## config.mk

```make
export PLATFORM = sky130hd
export DESIGN_NAME = mem_readout_sched_flat
export DESIGN_NICKNAME = d
export VERILOG_FILES = /design/src/rtl/mem_readout_sched_if.sv /design/src/rtl/mem_readout_sched.sv /design/src/flat_wrapper.sv
export SDC_FILE = /design/constraint.sdc
export NUM_CORES = 1
export LEC_CHECK = 0
export ABC_AREA = 1
export BUFFER_PORTS_ARGS = -buffer_cell sky130_fd_sc_hd__buf_2
export CELL_PAD_IN_SITES_DETAIL_PLACEMENT = 1
export CELL_PAD_IN_SITES_GLOBAL_PLACEMENT = 2
export CORE_MARGIN = 8
export CORE_UTILIZATION = 37
export DETAILED_ROUTE_END_ITERATION = 16
export PLACE_DENSITY = 0.81
export SLEW_MARGIN = 20
export SYNTH_ARGS = -nofsm -noshare
export SYNTH_HDL_FRONTEND = slang
export SYNTH_SLANG_ARGS = --single-unit
```

## constraint.sdc

```tcl
create_clock -name clk -period 10.62 [get_ports clk]
set_input_delay 2.124 -clock clk [delete_from_list [all_inputs] [get_ports clk]]
set_output_delay 2.124 -clock clk [all_outputs]
set_load 0.05 [all_outputs]
```

## src/rtl/mem_readout_sched_if.sv

```systemverilog
// Purpose: bus bundle between the per-BX readout scheduler and its driver/mux.
// Latency: n/a (wiring only).
// Backpressure: none; start is a pulse and the scheduler never stalls.
//
// Ports carried:
//   start      driver -> sched  one-cycle pulse, new BX begins
//   BX         driver -> sched  BX number, sampled with start
//   n_entries  driver -> sched  12 packed per-port entry counts (ADDR_W+1 bits each)
//   read_en    sched  -> mems   one-hot read enable
//   read_add   sched  -> mems   shared read address
//   sel        sched  -> mux    binary mux select, aligned with read data
//   bx_out     sched  -> mux    latched BX
//   busy/done/truncated         frame status
interface mem_readout_sched_if #(
    parameter int ADDR_W = 6
);
    logic                       start;
    logic [2:0]                 BX;
    logic [12*(ADDR_W+1)-1:0]   n_entries;
    logic [11:0]                read_en;
    logic [ADDR_W-1:0]          read_add;
    logic [3:0]                 sel;
    logic [2:0]                 bx_out;
    logic                       busy;
    logic                       done;
    logic                       truncated;

    modport master (
        output start, BX, n_entries,
        input  read_en, read_add, sel, bx_out, busy, done, truncated
    );

    modport slave (
        input  start, BX, n_entries,
        output read_en, read_add, sel, bx_out, busy, done, truncated
    );
endinterface

```

## src/rtl/mem_readout_sched.sv

```systemverilog
// Purpose: per-BX readout scheduler: header slot, then reads every stored entry of 12 memories.
// Latency: header in the cycle after start; sel trails each read by MEM_LAT cycles.
// Backpressure: none; a start while busy aborts the frame, CYCLE_BUDGET caps slots per BX.
//
// Ports: clk, reset (sync, active high); bus (slave modport of mem_readout_sched_if).
// Optional macro SCHED_ROUND_ROBIN_EN: rotate one read per port per turn instead of
// draining the lowest-index port first.
module mem_readout_sched #(
    parameter int ADDR_W       = 6,
    parameter int CYCLE_BUDGET = 100,
    parameter int MEM_LAT      = 1
) (
    input  logic                clk,
    input  logic                reset,
    mem_readout_sched_if.slave  bus
);
    localparam int NP     = 12;
    localparam int CW     = ADDR_W + 1;
    localparam int SLOT_W = $clog2(CYCLE_BUDGET + 1);

    localparam logic [1:0] S_IDLE   = 2'd0;
    localparam logic [1:0] S_HEADER = 2'd1;
    localparam logic [1:0] S_READ   = 2'd2;
    localparam logic [1:0] S_DRAIN  = 2'd3;

    localparam logic [3:0] SEL_HEADER = 4'd15;

    logic [1:0]        state;
    logic [CW-1:0]     remaining [NP];
    logic [ADDR_W-1:0] addr      [NP];
    logic [SLOT_W-1:0] slots;
    logic [1:0]        lat_cnt;
    logic [3:0]        sel_pipe  [MEM_LAT];
    logic [2:0]        bx_q;
    logic              done_q;
    logic              trunc_q;

    logic [3:0]        base;
    logic [4:0]        sum;
    logic [3:0]        idx;
    logic [3:0]        pick;
    logic              pick_vld;
    logic              more_left;
    logic              any_pend;
    logic              issue;
    logic              budget_hit;

`ifdef SCHED_ROUND_ROBIN_EN
    logic [3:0]        rr_ptr;
`endif

    // Ports 9..11 skip code 10 so the mux table keeps 10 and 14 unused.
    function automatic logic [3:0] port_code(input logic [3:0] p);
        return (p < 4'd9) ? p + 4'd1 : p + 4'd2;
    endfunction

    // Port selection: first port with entries left, scanning from base.
    // Strict mode always scans from 0; round-robin scans from the port after the last read.
    always_comb begin
        pick_vld  = 1'b0;
        pick      = '0;
        sum       = '0;
        idx       = '0;
        more_left = 1'b0;
        any_pend  = 1'b0;
`ifdef SCHED_ROUND_ROBIN_EN
        base      = rr_ptr;
`else
        base      = 4'd0;
`endif
        for (int k = 0; k < NP; k++) begin
            sum = {1'b0, base} + 5'(k);
            idx = (sum >= 5'(NP)) ? 4'(sum - 5'(NP)) : sum[3:0];
            if (!pick_vld && remaining[idx] != '0) begin
                pick_vld = 1'b1;
                pick     = idx;
            end
        end
        // Whether anything is left once the current read is accounted for.
        for (int i = 0; i < NP; i++) begin
            any_pend = any_pend | (remaining[i] != '0);
            if (4'(i) == pick)
                more_left = more_left | (remaining[i] > CW'(1));
            else
                more_left = more_left | (remaining[i] != '0);
        end
    end

    assign issue      = (state == S_READ) && pick_vld;
    // slots already includes the header, so this read uses the last allowed slot.
    assign budget_hit = (slots == SLOT_W'(CYCLE_BUDGET - 1));

    always_ff @(posedge clk) begin
        if (reset) begin
            state   <= S_IDLE;
            slots   <= '0;
            lat_cnt <= '0;
            bx_q    <= '0;
            done_q  <= 1'b0;
            trunc_q <= 1'b0;
            for (int i = 0; i < NP; i++) begin
                remaining[i] <= '0;
                addr[i]      <= '0;
            end
            for (int i = 0; i < MEM_LAT; i++) sel_pipe[i] <= '0;
`ifdef SCHED_ROUND_ROBIN_EN
            rr_ptr  <= '0;
`endif
        end else begin
            done_q      <= 1'b0;
            sel_pipe[0] <= issue ? port_code(pick) : 4'd0;
            for (int i = 1; i < MEM_LAT; i++) sel_pipe[i] <= sel_pipe[i-1];

            if (bus.start) begin
                // New BX (or abort of the running one): flush in-flight sels, no done.
                state   <= S_HEADER;
                bx_q    <= bus.BX;
                slots   <= SLOT_W'(1);
                lat_cnt <= '0;
                trunc_q <= 1'b0;
                for (int i = 0; i < NP; i++) begin
                    remaining[i] <= bus.n_entries[i*CW +: CW];
                    addr[i]      <= '0;
                end
                for (int i = 0; i < MEM_LAT; i++) sel_pipe[i] <= '0;
`ifdef SCHED_ROUND_ROBIN_EN
                rr_ptr  <= '0;
`endif
            end else begin
                case (state)
                    S_HEADER: begin
                        lat_cnt <= '0;
                        state   <= any_pend ? S_READ : S_DRAIN;
                    end
                    S_READ: begin
                        if (issue) begin
                            remaining[pick] <= remaining[pick] - CW'(1);
                            addr[pick]      <= addr[pick] + ADDR_W'(1);
                            slots           <= slots + SLOT_W'(1);
`ifdef SCHED_ROUND_ROBIN_EN
                            rr_ptr          <= (pick == 4'(NP - 1)) ? 4'd0 : pick + 4'd1;
`endif
                            if (!more_left) begin
                                state <= S_DRAIN;
                            end else if (budget_hit) begin
                                state   <= S_DRAIN;
                                trunc_q <= 1'b1;
                            end
                        end else begin
                            state <= S_DRAIN;
                        end
                    end
                    S_DRAIN: begin
                        // Hold until the last read's sel has left the delay line.
                        if (lat_cnt == 2'(MEM_LAT - 1)) begin
                            state  <= S_IDLE;
                            done_q <= 1'b1;
                        end else begin
                            lat_cnt <= lat_cnt + 2'd1;
                        end
                    end
                    default: state <= S_IDLE;
                endcase
            end
        end
    end

    assign bus.read_en   = issue ? (12'd1 << pick) : 12'd0;
    assign bus.read_add  = issue ? addr[pick] : '0;
    // Header code bypasses the delay line; everything else arrives with the data.
    assign bus.sel       = (state == S_HEADER) ? SEL_HEADER : sel_pipe[MEM_LAT-1];
    assign bus.bx_out    = bx_q;
    assign bus.busy      = (state != S_IDLE);
    assign bus.done      = done_q;
    assign bus.truncated = trunc_q;
endmodule

```

## src/flat_wrapper.sv

```systemverilog
// flat-port wrapper written by rule: the top's interface ports become plain ports
module mem_readout_sched_flat 
#(
    parameter int ADDR_W       = 6,
    parameter int CYCLE_BUDGET = 100,
    parameter int MEM_LAT      = 1
)
  (clk, reset, bus_start, bus_BX, bus_n_entries, bus_read_en, bus_read_add, bus_sel, bus_bx_out, bus_busy, bus_done, bus_truncated);
  mem_readout_sched_if #(.ADDR_W(ADDR_W)) bus_i ();
  input  logic clk;
  input  logic reset;
  input wire logic [$bits(bus_i.start)-1:0] bus_start;
  input wire logic [$bits(bus_i.BX)-1:0] bus_BX;
  input wire logic [$bits(bus_i.n_entries)-1:0] bus_n_entries;
  output wire logic [$bits(bus_i.read_en)-1:0] bus_read_en;
  output wire logic [$bits(bus_i.read_add)-1:0] bus_read_add;
  output wire logic [$bits(bus_i.sel)-1:0] bus_sel;
  output wire logic [$bits(bus_i.bx_out)-1:0] bus_bx_out;
  output wire logic [$bits(bus_i.busy)-1:0] bus_busy;
  output wire logic [$bits(bus_i.done)-1:0] bus_done;
  output wire logic [$bits(bus_i.truncated)-1:0] bus_truncated;
  assign bus_i.start = bus_start;
  assign bus_i.BX = bus_BX;
  assign bus_i.n_entries = bus_n_entries;
  assign bus_read_en = bus_i.read_en;
  assign bus_read_add = bus_i.read_add;
  assign bus_sel = bus_i.sel;
  assign bus_bx_out = bus_i.bx_out;
  assign bus_busy = bus_i.busy;
  assign bus_done = bus_i.done;
  assign bus_truncated = bus_i.truncated;
  mem_readout_sched #(.ADDR_W(ADDR_W), .CYCLE_BUDGET(CYCLE_BUDGET), .MEM_LAT(MEM_LAT)) u_core (.clk(clk), .reset(reset), .bus(bus_i));
endmodule
```

Word level (Yosys, flattened, before mapping)

Memories as Yosys holds them, arrays and structs flattened.
Cells that the tools add are included.
W data, S select, Z words.

Register bits: 16
Bits in writable memories: 160
Input bits: 90
Output and inout port bits: 28
Logic and storage cells: 269
Memories kept: 3

Memory list:

| name             | depth | width | read ports | clocked after memory_dff | wr ports | RTL line                | RTL |
|---|---|---|---|---|---|---|---|
| u_core.remaining | 12    | 7     | 13         | 0                        | 12       | mem_readout_sched.sv:29 | `logic [CW-1:0] remaining [NP];` |
| u_core.addr      | 12    | 6     | 1          | 0                        | 12       | mem_readout_sched.sv:30 | `logic [ADDR_W-1:0] addr [NP];` |
| u_core.sel_pipe  | 1     | 4     | 1          | 0                        | 2        | mem_readout_sched.sv:33 | `logic [3:0] sel_pipe [MEM_LAT];` |

Add/sub/neg operators: 6
Magnitude comparators: 13
Equal/unequal tests: 20
Shift-type cells: 1
Muxes and demuxes: 96
Bitwise gates (word level): 58
Reduce and logical (&&, ||, !) cells: 64

Operators by type and width:

| operator               | number |
|---|---|
| $reduce_bool A7 Y1     | 24 |
| $mux W7                | 13 |
| $gt A7 B1 Y1 const B   | 12 |
| $mux W6                | 14 |
| $mux W4                | 16 |
| $or A1 B1 Y1           | 57 |
| $mux W1                | 45 |
| $eq A3 B4 Y1 const A   | 4 |
| $eq A4 B4 Y1 const A   | 4 |
| $logic_and A1 B1 Y1    | 12 |
| $mux W12               | 1 |
| $shl A1 B4 Y12 const A | 1 |
| $logic_not A1 Y1       | 11 |
| $mux W2                | 5 |
| $reduce_and A2 Y1      | 5 |
| $eq A2 B4 Y1 const A   | 2 |
| $reduce_bool A2 Y1     | 4 |
| $add A7 B1 Y7 const B  | 1 |
| $eq A7 B7 Y1 const B   | 1 |
| $reduce_or A7 Y1       | 1 |
| $sub A7 B1 Y7 const B  | 1 |
| $add A6 B1 Y6 const B  | 1 |
| $pmux W2 S3            | 1 |
| $reduce_or A6 Y1       | 1 |
| 20 further kinds       | 21 |

Logic depth before layout (Yosys ltp)

Gate-level depths: netlist (run 1).
An unclocked memory read counts as a cell.

Word-level depth: 64
Depth in mapped cells: 27
Gate-level depth less buffers: 24

Least setup slack after synthesis (run 1)

OpenSTA, ideal clock, no wires.

Path type: reg-to-output
From: memory u_core.remaining[0][2] (netlist name)
To: output port bus_read_en[11]
Data arrival time: 3.413 ns
Required time: 8.496 ns
Path slack: 5.083 ns
Cell stages (with the launch flop): 19
Buffers on the path: 3
Cell sequence: edfxtp_1 > nor2_2 > nand2_1 > nor2_2 > nand2_2 > nor2_4 > nand4_2 > nor2_2 > nand3_1 > nand2_2 > inv_4 > nand2_4 > buf_8 > buf_4 > buf_4 > ha_1 > ha_1 > inv_1 > nor3_1

RTL lines:

| element     | RTL line                | RTL |
|---|---|---|
| from (decl) | mem_readout_sched.sv:29 |  |
| to (decl)   | flat_wrapper.sv:15      | `output wire logic [$bits(bus_i.read_en)-1:0] bus_read_en;` |

==> results of run 1 <==
-- power by group through the flow --
stage | registers (mW) | clock network (mW) | logic [mW]
after detailed placement | 0.826 | 0 | 0.252
after CTS | 0.810 | 0.662 | 0.253
final | 0.810 | 0.655 | 0.253
after floorplan | 0.821 | 0 | 0.168
after global placement | 0.824 | 0 | 0.248
after global routing | 0.814 | 0.689 | 0.278
-- per-layer routing --
layer / share of wire [%] / vias up / track usage, %
li1: - / 4321 / -
met1: 45 / 4378 / 27.6
met2: 48 / 268 / 37.3
met3: 4.9 / 41 / 3.26
met4: 2.2 / 0 / 6.46
met5: 0 / - / 0
-- final cells by class --
| cell class | instances | area [um^2] |
|---|---|---|
| Fill cell | 3377 | 15900 |
| Sequential cell | 176 | 5080 |
| Multi-Input combinational cell | 860 | 4120 |
| Inverter | 173 | 652 |
| Timing Repair Buffer | 125 | 646 |
| Tap cell | 346 | 433 |
| Clock buffer | 17 | 425 |
| Clock inverter | 15 | 190 |
-- sequential cells by signal (all words and copies together) (netlist names) --
| register | count |
|---|---|
| u_core.slots | 7 |
| u_core.state | 2 |
| u_core.sel_pipe | 4 |
| u_core.bus.bx_out | 3 |
| u_core.bus.done | 1 |
| u_core.remaining | 84 |
| u_core.bus.truncated | 1 |
| u_core.addr | 72 |
| u_core.lat_cnt | 2 |
-- Yosys cell counts, types with 2 or more instances --
cell type  instances  share of area (%)
nor2_2             8               0.49
nand3b_1          15                1.1
ha_1              16                2.0
nor3_2             2               0.20
nand2_1          339                 12
clkbuf_1          25               0.92
buf_4             10               0.73
inv_1            167                6.1
nand3_4            3               0.51
a21oi_1           31                1.5
nor3_1            26                1.3
a22o_1             4               0.34
buf_8              3               0.44
nand2_2            7               0.43
buf_6              9               0.99
nand4_1           10               0.61
dfxtp_1           20                3.9
nor2_1           148                5.4
xor2_2             2               0.32
nor4_1             2               0.12
or2_2              5               0.31
a31oi_1            2               0.12
o21ai_0           94                4.6
edfxtp_1         156                 46
buf_2             12               0.59
o21ai_1            9               0.44
nand3_2            6               0.59
o211ai_1          10               0.73
clkinv_1           4               0.15
o22ai_1            2               0.12
nand4_2            2               0.24
nor2_4             2               0.22
nand3_1          108                5.3
-- logic make-up (layout without fill, tap and decap cells) --
family / after synthesis / count (layout)
fa+ha+maj: 16 / 16
buf+inv: 232 / 330
xor+xnor: 3 / 3
simple gates: 685 / 685
flops: 176 / 176
compound gates: 156 / 156
-- stage by stage --
stage	cell area, um^2	util (%)	worst slack [ns]	std cells	hold slack (ns)
after floorplan	10200	-	5.08	1268	0.426
after global placement	10900	39.8	4.29	1680	0.440
after detailed placement	10900	39.8	4.20	1680	0.451
after CTS	11500	42.0	3.69	1712	0.462
after global routing	11500	42.0	3.26	1712	0.502
final	11500	42.0	3.72	1712	0.458
-- worst max-delay path: stages (launching register included) --
cell      delay [ns]
edfxtp_1        0.39
nor2_1          0.24
nand2_1         0.10
nor2_2          0.15
nand2_2         0.10
nor2_4          0.16
nand4_2         0.15
nor2_2          0.21
nand3_1         0.13
nand2_2         0.10
inv_4           0.13
nand2_4         0.58
inv_1           0.70
nand2_1         0.19
nand3_1         0.14
nand2_1         0.11
nand2_1         0.08
nand3_4         0.27
nor2_1          0.08
buf_2           0.26
-- worst max path at each step --
stage | from | endpoint | slack, ns | cells past startpoint
3_5_place_dp | u_core.remaining[0][4] | bus_read_add[5] | 4.20 | 21
6_report | u_core.remaining[0][4] | bus_read_add[0] | 3.72 | 19
4_1_cts | u_core.remaining[0][4] | bus_read_add[0] | 3.69 | 19
5_1_grt | u_core.remaining[0][4] | bus_read_add[5] | 3.26 | 21
2_1_floorplan | u_core.remaining[0][2] | bus_read_en[11] | 5.08 | 18
3_3_place_gp | u_core.remaining[0][4] | bus_read_add[5] | 4.29 | 21
==> reports/metrics.csv, run 1 <==
metric;value;unit
status;finished clean;
crit_required;8.50;ns
place_hpwl;26.8;mm
grt_max_degree;74;
arrival;4.77;ns
synth_fa_ha_area_share;1.96;%
ctsHoldBuffers;0;
yosys-mux-area-fraction;0;%
cts_root_buf;clkbuf_16;
powerDensity;149;nW/um^2
grt_pass1_vias;9385;
min-delay-start;u_core.lat_cnt[0];
whs_path_depth;1;
synth-compound-area-share;8.28;%
antennaDiodeCount;0;
cts_tree;done;
via_per_inst;5.26;
period_minus_slack;6.90;ns
cts_setup_buffers;0;
netlist_area;10200;um^2
ir_drop;0.104;mV
grt_pass1_wl;54.2;mm
fin_tns_setup;0;ns
ys.flop_type;edfxtp_1;
max_slew.worst_pin.slew;1.05;ns
comb_power_share;14.7;%
track_usage;21.6;%
r2r-start;u_core.remaining[0][4];
p_sw_share;31.3;%
total_power;1.72;mW
drv_cap;0;
via_count;9008;
postRouteAntennaNets;0;
p_clk_share;38.1;%
synthDistinctLibCells;42;
gp_congestion;0.832;
routed_wl;35.7;mm
final_common_cell;nand2_1;
path_max_fanout;70;
area_growth;13.0;%
wl_per_cell;20.9;um
rows;61;
synth_warnings;0;
finalCritPeriodShare;65.0;%
p_int;1.18;mW
fp.coreArea;27500;um^2
reg2reg_depth;23;
grt_overflow_total;0;
cts.sinks;176;
start_util;37.2;%
yosysSeqAreaShare;49.8;%
finalHoldViolations;0;
reg2reg_slack;4.74;ns
drc_errors;0;
cts_made_buffers;17;
path_class;flip-flop to primary output;
numPortBuffers;117;
antenna_found_initial;0;
slew_headroom;30.0;%
layout_common_cells;339 x nand2_1, 167 x inv_1, 156 x edfxtp_1, 146 x nor2_1, 117 x buf_2;
drt_iter0_markers;717;
drv_slew;0;
fmax;0.145;GHz
holdPathEnd;u_core.lat_cnt[0];
synthXorXnorAreaFrac;0.478;%
critPathCaptureType;primary output;
avgSynthCellArea;8.06;um^2
ioPinCount;118;
nets;1459;
clockBufferDepth;2;
clk_latency;0.45;ns
cts-resized-gates;0;
syn-instance-count;1268;
first_pass_iters;5;
h-tree-depth;4;
leakage;5.24;nW
drive_above_1_share;14.8;%
finClkSkew;0.0144;ns
dieHeight;182;um
synthSimpleGateAreaFrac;29.5;%
synth-edff-count;156;
hold_class;flip-flop to flip-flop;
ys_seq_elements;176;
rsz0062_at_grt;false;
pwr-share-seq;47.1;%
path_clk_slew;0.08;ns
startpoint_type;flip-flop;
timing.rr.end;u_core.remaining[2][6];
die_x;182;um
synth_top_family_by_area;simple AND/OR/NAND/NOR gates;
dieArea;33200;um^2
finalSetupViolCount;0;
netSwitchingPower;0.539;mW
syn_nets;1374;
synth_async_sr_flop_share;0;%
Power figures use the tool's default switching activity.
==> inputs of run 2 (changes only) <==
- CORE_UTILIZATION: 37 -> 35
- PLACE_DENSITY: 0.81 -> 0.77
- clock period: 10.62 -> 6.85 ns (I/O delays scaled with it)
==> reports/metrics.csv, run 2 (synthesized netlist as in run 1, its figures left out) <==
metric;value;unit;change
status;finished clean;;
grt_pass1_wl;56.4;mm;+4.0%
antennaDiodeCount;0;;unchanged
final_common_cell;nand2_1;;
finalSetupViolCount;0;;unchanged
critPathSlowestCell;edfxtp_1;;
layout_common_cells;339 x nand2_1, 167 x inv_1, 156 x edfxtp_1, 146 x nor2_1, 117 x buf_2;;
die_x;187;um;+2.6%
crit_buf_inv;3;;unchanged
start_util;35.6;%;-1.6 points
dp.cells;1723;;+2.6%
max_slew.worst_pin.slew;1.00;ns;-0.0485 ns
grt_overflow_total;0;;unchanged
fin_util;40.4;%;-1.7 points
crit_required;5.48;ns;-3.02 ns
final_cells;1754;;+2.5%
wl_per_cell;21.0;um;+0.48%
leakage;5.25;nW;+0.11%
cts_made_buffers;17;;unchanged
grt_pass1_vias;9424;;+0.42%
finalHoldViolations;0;;unchanged
routed_wl;36.8;mm;+2.9%
largest_register_ffs;84;;unchanged
grt_max_degree;107;;+45%
postRouteAntennaNets;0;;unchanged
cts_root_buf;clkbuf_16;;
critPathCaptureType;primary output;;
r2r-start;u_core.remaining[6][6];;
reg_top3;u_core.remaining (84), u_core.addr (72), u_core.slots (7);;
drv_cap;0;;unchanged
nets;1464;;+0.34%
min-delay-start;u_core.lat_cnt[0];;
arrival;3.99;ns;-0.78 ns
drv_slew;0;;unchanged
cts_tree;done;;
cts_setup_buffers;0;;unchanged
dieHeight;187;um;+2.6%
drt_iter0_markers;693;;-3.3%
path_max_fanout;24;;-66%
path_clk_slew;0.07;ns;about the same
hold_class;flip-flop to flip-flop;;
first_pass_iters;5;;unchanged
path_class;flip-flop to primary output;;
path_cells;nor2_1 > nand3_1 > nor3_1 > nand4_2 > nor3_2 > o211ai_1 > nand2_2 > buf_4 > inv_2 > nand3_1 > nand2_1 > nand2_1 > nand3_4 > nor2_1 > buf_2;;
ir_drop;0.182;mV;+75%
slew_headroom;33.3;%;+3.3 points
regMostFlops;u_core.remaining;;
fp.coreArea;28700;um^2;+4.5%
period_minus_slack;5.36;ns;
rows;62;;+1.6%
slowest_delay;0.42;ns;-0.28 ns
drc_errors;0;;unchanged
via_per_inst;5.10;;-3.1%
gp_congestion;0.845;;+1.6%
ioPinCount;118;;unchanged
powerDensity;226;nW/um^2;+52%
clk_latency;0.44;ns;about the same
total_power;2.62;mW;+52%
fin_tns_setup;0;ns;unchanged
finClkSkew;0.0102;ns;-0.00422 ns
cp_top_family;simple AND/OR/NAND/NOR gates;;
cts-resized-gates;0;;unchanged
finalCritPeriodShare;78.2;%;
numPortBuffers;117;;unchanged
track_usage;21.0;%;-0.64 points
cts.sinks;176;;unchanged
finalHoldWorstSlack;0.454;ns;-0.00370 ns
area_growth;13.4;%;
drive_above_1_share;14.9;%;+0.10 points
cp-startpoint;u_core.remaining[6][6];;
rsz0062_at_grt;false;;
dieArea;34900;um^2;+5.2%
antenna_found_initial;1;;+1
clockBufferDepth;2;;unchanged
place_hpwl;27.3;mm;+1.7%
startpoint_type;flip-flop;;
via_count;8942;;-0.73%
fmax;0.187;GHz;
ctsHoldBuffers;0;;unchanged
h-tree-depth;4;;unchanged
==> run 2: layout make-up <==
type	count	area, um^2
clock inverters	14	131
repair buffers	130	696
multi-input cells	860	4120
inverters	173	652
well taps	384	480
fillers	3540	17100
flip-flops and latches	176	5080
clock buffers	17	425
==> run 2: per-stage QoR <==
stage	setup WS (ns)	area (um^2)
3_3_place_gp	1.95	11000
3_5_place_dp	1.90	11000
6_report	1.49	11600
5_1_grt	1.06	11600
4_1_cts	1.45	11600
2_1_floorplan	2.07	10200
==> run 2: power by group <==
| part | internal, mW | switching, mW |
|---|---|---|
| clock network | 0.505 | 0.459 |
| registers | 1.23 | 0.0314 |
| logic | 0.105 | 0.291 |
| total | 1.84 | 0.782 |
==> run 2: per-layer routing <==
metal	global-route usage, %	vias to the layer above	part of all wire, %
li1	-	4312	-
met1	27.7	4329	47
met2	34.1	250	46
met3	3.97	49	4.8
met4	6.72	2	2.4
met5	0	-	0.024
==> run 2: path summary, 6_finish.rpt <==
path,to,slack [ns],depth (start not counted)
max,bus_read_add[0],1.49,15
min,u_core.lat_cnt[0],0.45,1
max reg2reg,u_core.remaining[5][6],1.85,20
min reg2reg,u_core.lat_cnt[0],0.45,1
